## src/rtl/bus_pkg.sv

```systemverilog
// Shared state encoding and region-decode rule for the bus_demux request router.
package bus_pkg;

    localparam int unsigned SEL_W = 4;

    typedef enum logic [1:0] {
        IDLE,
        REQ,
        RESP,
        DONE
    } state_e;

    // A region index selects a target only when it is below the populated target count.
    function automatic logic region_mapped(input logic [SEL_W-1:0] idx, input int unsigned n_tgt);
        return 32'(idx) < n_tgt;
    endfunction

endpackage

```

## src/rtl/bus_addr_decode.sv

```systemverilog
// Combinational address-region decode: top SEL_W address bits pick one target.
module bus_addr_decode
    import bus_pkg::*;
#(
    parameter int unsigned N_TGT  = 4,
    parameter int unsigned ADDR_W = 32
) (
    input  logic [ADDR_W-1:0] addr,
    output logic [N_TGT-1:0]  sel,
    output logic              unmapped
);

    logic [SEL_W-1:0] idx;
    logic             unused_low;

    assign idx        = addr[ADDR_W-1 -: SEL_W];
    assign unused_low = ^addr[ADDR_W-SEL_W-1:0];

    always_comb begin
        sel      = '0;
        unmapped = !region_mapped(idx, N_TGT);
        for (int unsigned i = 0; i < N_TGT; i++) begin
            if (idx == SEL_W'(i)) begin
                sel[i] = 1'b1;
            end
        end
    end

endmodule

```

## src/rtl/bus_demux.sv

```systemverilog
// Single-outstanding request demultiplexer: routes one initiator to N_TGT targets
// by address region and returns the selected target's response.
module bus_demux
    import bus_pkg::*;
#(
    parameter int unsigned N_TGT   = 4,
    parameter int unsigned ADDR_W  = 32,
    parameter int unsigned DATA_W  = 32,
    parameter int unsigned TIMEOUT = 255
) (
    input  logic                      clock,
    input  logic                      reset,
    input  logic                      req_valid,
    output logic                      req_ready,
    input  logic [ADDR_W-1:0]         req_addr,
    input  logic                      req_we,
    input  logic [DATA_W/8-1:0]       req_be,
    input  logic [DATA_W-1:0]         req_wdata,
    output logic                      resp_valid,
    output logic [DATA_W-1:0]         resp_rdata,
    output logic                      resp_err,
    output logic [N_TGT-1:0]          tgt_req_valid,
    input  logic [N_TGT-1:0]          tgt_req_ready,
    output logic [ADDR_W-1:0]         tgt_addr,
    output logic                      tgt_we,
    output logic [DATA_W/8-1:0]       tgt_be,
    output logic [DATA_W-1:0]         tgt_wdata,
    input  logic [N_TGT-1:0]          tgt_resp_valid,
    input  logic [N_TGT*DATA_W-1:0]   tgt_resp_rdata,
    input  logic [N_TGT-1:0]          tgt_resp_err
);

    localparam int unsigned CNT_W = ($clog2(TIMEOUT) > 8) ? $clog2(TIMEOUT) : 8;
    localparam logic [CNT_W-1:0] TMO_LAST = CNT_W'(TIMEOUT - 1);

    state_e             state;
    logic [N_TGT-1:0]   cap_sel;
    logic [CNT_W-1:0]   tmo_cnt;
    logic [N_TGT-1:0]   dec_sel;
    logic               dec_unmapped;
    logic               hit_ready;
    logic               hit_resp;
    logic               hit_err;
    logic               tmo_hit;
    logic [DATA_W-1:0]  hit_rdata;

    bus_addr_decode #(
        .N_TGT  (N_TGT),
        .ADDR_W (ADDR_W)
    ) u_decode (
        .addr     (req_addr),
        .sel      (dec_sel),
        .unmapped (dec_unmapped)
    );

    // Only the captured target's handshake and response reach the FSM.
    assign hit_ready = |(tgt_req_ready & cap_sel);
    assign hit_resp  = |(tgt_resp_valid & cap_sel);
    assign hit_err   = |(tgt_resp_err & cap_sel);
    assign tmo_hit   = (tmo_cnt == TMO_LAST);

    always_comb begin
        hit_rdata = '0;
        for (int unsigned i = 0; i < N_TGT; i++) begin
            if (cap_sel[i]) begin
                hit_rdata = tgt_resp_rdata[i*DATA_W +: DATA_W];
            end
        end
    end

    // Transaction FSM with registered outputs; completion wins over timeout in the same cycle.
    always_ff @(posedge clock or negedge reset) begin
        if (!reset) begin
            state         <= IDLE;
            req_ready     <= 1'b0;
            resp_valid    <= 1'b0;
            resp_rdata    <= '0;
            resp_err      <= 1'b0;
            tgt_req_valid <= '0;
            tgt_addr      <= '0;
            tgt_we        <= 1'b0;
            tgt_be        <= '0;
            tgt_wdata     <= '0;
            cap_sel       <= '0;
            tmo_cnt       <= '0;
        end else begin
            case (state)
                IDLE: begin
                    req_ready <= 1'b1;
                    if (req_valid && req_ready) begin
                        req_ready <= 1'b0;
                        tgt_addr  <= req_addr;
                        tgt_we    <= req_we;
                        tgt_be    <= req_be;
                        tgt_wdata <= req_wdata;
                        cap_sel   <= dec_sel;
                        tmo_cnt   <= '0;
                        if (dec_unmapped) begin
                            state      <= DONE;
                            resp_valid <= 1'b1;
                            resp_err   <= 1'b1;
                            resp_rdata <= '0;
                        end else begin
                            state         <= REQ;
                            tgt_req_valid <= dec_sel;
                        end
                    end
                end
                REQ: begin
                    tmo_cnt <= tmo_cnt + CNT_W'(1);
                    if (hit_ready && hit_resp) begin
                        state         <= DONE;
                        tgt_req_valid <= '0;
                        resp_valid    <= 1'b1;
                        resp_err      <= hit_err;
                        resp_rdata    <= (tgt_we || hit_err) ? '0 : hit_rdata;
                    end else if (tmo_hit) begin
                        state         <= DONE;
                        tgt_req_valid <= '0;
                        resp_valid    <= 1'b1;
                        resp_err      <= 1'b1;
                        resp_rdata    <= '0;
                    end else if (hit_ready) begin
                        state         <= RESP;
                        tgt_req_valid <= '0;
                    end
                end
                RESP: begin
                    tmo_cnt <= tmo_cnt + CNT_W'(1);
                    if (hit_resp) begin
                        state      <= DONE;
                        resp_valid <= 1'b1;
                        resp_err   <= hit_err;
                        resp_rdata <= (tgt_we || hit_err) ? '0 : hit_rdata;
                    end else if (tmo_hit) begin
                        state      <= DONE;
                        resp_valid <= 1'b1;
                        resp_err   <= 1'b1;
                        resp_rdata <= '0;
                    end
                end
                DONE: begin
                    state      <= IDLE;
                    req_ready  <= 1'b1;
                    resp_valid <= 1'b0;
                    resp_err   <= 1'b0;
                    resp_rdata <= '0;
                end
                default: begin
                    state <= IDLE;
                end
            endcase
        end
    end

endmodule
```

## config.mk

```make
export PLATFORM = sky130hd
export DESIGN_NAME = bus_demux
export DESIGN_NICKNAME = d
export VERILOG_FILES = /design/src/rtl/bus_pkg.sv /design/src/rtl/bus_addr_decode.sv /design/src/rtl/bus_demux.sv
export SDC_FILE = /design/constraint.sdc
export NUM_CORES = 1
export LEC_CHECK = 0
export ABC_CLOCK_PERIOD_IN_PS = 3600
export BUFFER_PORTS_ARGS = -buffer_cell sky130_fd_sc_hd__buf_4
export CAP_MARGIN = 15
export CORE_UTILIZATION = 30
export CTS_CLUSTER_SIZE = 20
export DETAILED_ROUTE_END_ITERATION = 10
export PLACE_DENSITY_LB_ADDON = 0.12
export SETUP_SLACK_MARGIN = 0.2
export SYNTH_ARGS = -nofsm -noshare
export SYNTH_HDL_FRONTEND = slang
export SYNTH_SLANG_ARGS = --single-unit
```

## constraint.sdc

```tcl
create_clock -name clock -period 3.6 [get_ports clock]
set_input_delay 0.18 -clock clock [delete_from_list [all_inputs] [get_ports clock]]
set_output_delay 0.18 -clock clock [all_outputs]
set_load 0.02 [all_outputs]
```

==> impl_metrics.yaml <==
timing:
  setup_total_negative_slack_ps: 0
  report.final.hold_viol_count: 0
  drv_slew: 0
  rsz0062_at_grt: "no"
  timing.clock.skew_ps: 5.24
  max_clock_freq_mhz: 435
  layout_min_cycle_time_ps: 2300
  timing.final.setup_violations: 0
  worst_pin_slew_ps: 989
  timing.slew.headroom: 0.340
  finalCritPeriodShare: 0.639
power_and_ir_drop:
  max-vdd-ir-drop_mv: 0.288
  design_power_total_mw: 3.40
  share_clk_of_total_power: 0.516
  power.switching_fraction: 0.223
  share_seq_of_total_power: 0.404
  p_per_area_nw_per_um2: 346
  cell_internal_pwr_mw: 2.64
  power.net_switching_mw: 0.756
  static-leakage-power_nw: 4.93
  share_of_total_power_in_combinational_logic: 0.081
layout:
  fin_area_um2: 9800
  final_net_count: 1117
  antennaDiodeCount: 0
  finish.cell_count_without_fillers: 1177
  post_route_cells_drive_above_1_share: 0.516
  flow.area_growth_from_synthesis_pct: 64.7
  layout.core_utilization: 0.504
synthesis:
  top_area_cells_in_the_synthesized_netlist: "sky130_fd_sc_hd__dfrtp_1 (51%), sky130_fd_sc_hd__mux2_2 (14%), sky130_fd_sc_hd__a221oi_1 (4.7%), sky130_fd_sc_hd__nor2b_1 (3.5%), sky130_fd_sc_hd__a21oi_1 (3.2%)"
  post_synthesis_register_bit_count: 122
  synth_most_common_cell: "sky130_fd_sc_hd__dfrtp_1"
  asyncSetResetFlopFracSynth: 1.00
  synth_common_cells: "sky130_fd_sc_hd__dfrtp_1 (122), sky130_fd_sc_hd__mux2_2 (74), sky130_fd_sc_hd__a21oi_1 (38)"
  synth_simple_gate_area_frac: 0.120
  yosys_warning_total: 0
  synth_fa_ha_area_frac: 0.0126
  synth_top_cell_area_share: 0.513
  synth_sequential_area_ratio: 0.513
  synth-compound-area-share: 0.171
  synth_cell_types: 42
  synth_nets: 746
  syn_inst: 528
  post_synth.cell_area_avg_um2: 11.3
  post-synth-top-area-cell: "sky130_fd_sc_hd__dfrtp_1"
  synth_edf_count: 0
  syn_area_um2: 5950
  yosys_most_used_dff: "sky130_fd_sc_hd__dfrtp_1"
  multiplexer_fraction_of_the_synthesized_cell_area: 0.142
  synth_xor_area_frac: 0.00441
  combinational_family_with_the_most_area_after_synthesis: "compound AO/OA/AOI/OAI gates"
grt:
  grt_pass1_vias: 5650
  antenna_found_initial: 0
  global_route.usage.total: 0.189
  grt_first_pass_wirelength_mm: 29.4
  largest_net_degree_at_the_start_of_global_routing: 78
  globalRouteOverflowTotal: 0
cts:
  numCtsBuffers: 17
  tritoncts: "done"
  clkSlewWorstSetupHoldPaths_ps: 60
  cts.repair.resized: 0
  clkLatencyLatePin_ps: 410
  clock-sinks: 122
  cts_setup_buffers: 0
  htree_levels: 4
  cts_hold_buf: 63
  clock_path_buffers: 2
  clockRootBuffer: "sky130_fd_sc_hd__clkbuf_16"
floorplan:
  top_level_ports: 320
  core_um2: 19500
  full_die_area_um2: 20400
  die_x_um: 143
  num_rows: 51
  floorplan.initialDensity: 0.306
  die-height_um: 143
job:
  cap_viol_max_count: 0
placed_design:
  place.port_buffers: 319
  placement.cell_area_um2: 8550
  detailedPlacementHpwl_mm: 14.1
  gp_congestion: 0.782
  placed_cells_incl_taps: 1081
worst_setup_path:
  timing_worst_setup_path_type: "register to register"
  setup.worst_path.start_class: "register"
  critPathRequiredTime_ps: 3890
  setup.worst_path.end_class: "register"
  critical_path_peak_fanout: 77
  cp_data_arrival_time_ps: 2590
route:
  routedLengthMet1_mm: 7.86
  maxUsedRoutingLayer: "met4"
  detailedRoute.firstIterationViolations: 96
  via_count: 5572
  detailedRoute.firstPassIterationCount: 5
  drt-total-wl_mm: 19.4
  avgViaCountPerCell: 4.73
  met2_wirelength_mm: 9.44
  dr_wl_met3_mm: 1.89
  drt_drc_violations_left: 0
  routed_wire_length_per_instance_um: 16.5
  route.antenna.remaining_nets: 0
min_path:
  hold_class: "input port to register"
outcome:
  run_status: "finished clean"
## state kept, by name, summed over array words and instances (netlist names), 2 cells and up
| name | count |
|---|---|
| tgt_be | 4 |
| cap_sel | 4 |
| tgt_req_valid | 4 |
| tgt_wdata | 32 |
| tgt_addr | 32 |
| state | 2 |
| tmo_cnt | 8 |
| resp_rdata | 32 |
## power by group through the flow
| stage | sequential, mW | combinational, mW | clock (mW) |
|---|---|---|---|
| after CTS | 1.37 | 0.275 | 1.80 |
| after floorplan | 1.40 | 0.00490 | 0 |
| after global placement | 1.40 | 0.215 | 0 |
| after detailed placement | 1.40 | 0.220 | 0 |
| final | 1.37 | 0.274 | 1.75 |
| after global routing | 1.37 | 0.295 | 1.88 |
## metrics by stage
| step | hold WS (ps) | setup WS [ps] |
|---|---|---|
| 2_1_floorplan | -116 | 1740 |
| 3_3_place_gp | 400 | 1390 |
| 3_5_place_dp | 416 | 1280 |
| 4_1_cts | 0.400 | 1270 |
| 5_1_grt | 6.92 | 1140 |
| 6_report | 18.0 | 1300 |
## worst max-delay path, cell delays in order, from the launching register on
cell and delay [ps]:
sky130_fd_sc_hd__dfrtp_1 420, sky130_fd_sc_hd__inv_1 90, sky130_fd_sc_hd__ha_1 360, sky130_fd_sc_hd__nand3_4 110, sky130_fd_sc_hd__buf_4 720, sky130_fd_sc_hd__mux2_2 420
## layer usage
| metal | vias up | GRT usage |
|---|---|---|
| li1 | 2671 | - |
| met3 | 12 | 0.0815 |
| met2 | 235 | 0.323 |
| met5 | - | 0 |
| met1 | 2654 | 0.214 |
| met4 | 0 | 0.0538 |
## path summary, 6_finish.rpt
| path | slack (ps) | start | cells after the start | end |
|---|---|---|---|---|
| worst min-delay path | 20 | req_wdata[27] | 2 | tgt_wdata[27]$_DFFE_PN0P_ |
| min in group asynchronous | 490 | reset | 2 | resp_rdata[25]$_DFFE_PN0P_ |
| worst max-delay path | 1300 | state[0]$_DFFE_PN0P_ | 5 | tgt_wdata[27]$_DFFE_PN0P_ |
| worst max register to register | 1300 | state[0]$_DFFE_PN0P_ | 5 | tgt_wdata[27]$_DFFE_PN0P_ |
| worst min register to register | 480 | resp_rdata[18]$_DFFE_PN0P_ | 2 | resp_rdata[18]$_DFFE_PN0P_ |
| max in group asynchronous | 2180 | reset | 3 | tgt_wdata[0]$_DFFE_PN0P_ |
## final cells by class
class | instances | area [um^2]
Tap cell | 265 | 332
Clock inverter | 13 | 155
Multi-Input combinational cell | 361 | 2690
Clock buffer | 19 | 453
Sequential cell | 122 | 3060
Timing Repair Buffer | 391 | 3100
Inverter | 6 | 22.5
Fill cell | 1735 | 9660
## kinds of logic (layout without fill, tap and decap cells)
kind of cell             count (synthesis)  count (layout)
AND/OR/NAND/NOR                        140             140
AO/OA/AOI/OAI                          137             137
flip-flops                             122             122
multiplexers                            75              75
buffers and inverters                   45             429
adder cells (fa/ha/maj)                  6               6
XOR/XNOR                                 3               3
## layout by cell type, fill, tap and decap left out, types with 6 or more instances in the layout
cell	Yosys	routed
sky130_fd_sc_hd__nor3_1	35	35
sky130_fd_sc_hd__ha_1	6	6
sky130_fd_sc_hd__a21oi_1	38	38
sky130_fd_sc_hd__inv_6	0	6
sky130_fd_sc_hd__nor2b_1	33	32
sky130_fd_sc_hd__a221oi_1	32	32
sky130_fd_sc_hd__nor2_1	16	16
sky130_fd_sc_hd__dfrtp_1	122	120
sky130_fd_sc_hd__nand2_1	36	36
sky130_fd_sc_hd__o21ai_2	18	18
sky130_fd_sc_hd__mux2_2	74	74
sky130_fd_sc_hd__clkbuf_16	0	17
sky130_fd_sc_hd__o21ai_1	14	14
sky130_fd_sc_hd__dlygate4sd3_1	0	64
sky130_fd_sc_hd__inv_1	6	6
sky130_fd_sc_hd__buf_4	1	327
sky130_fd_sc_hd__o21ai_0	9	9
sky130_fd_sc_hd__nand2_2	6	6
No activity file was read; power rests on OpenSTA's default activity.
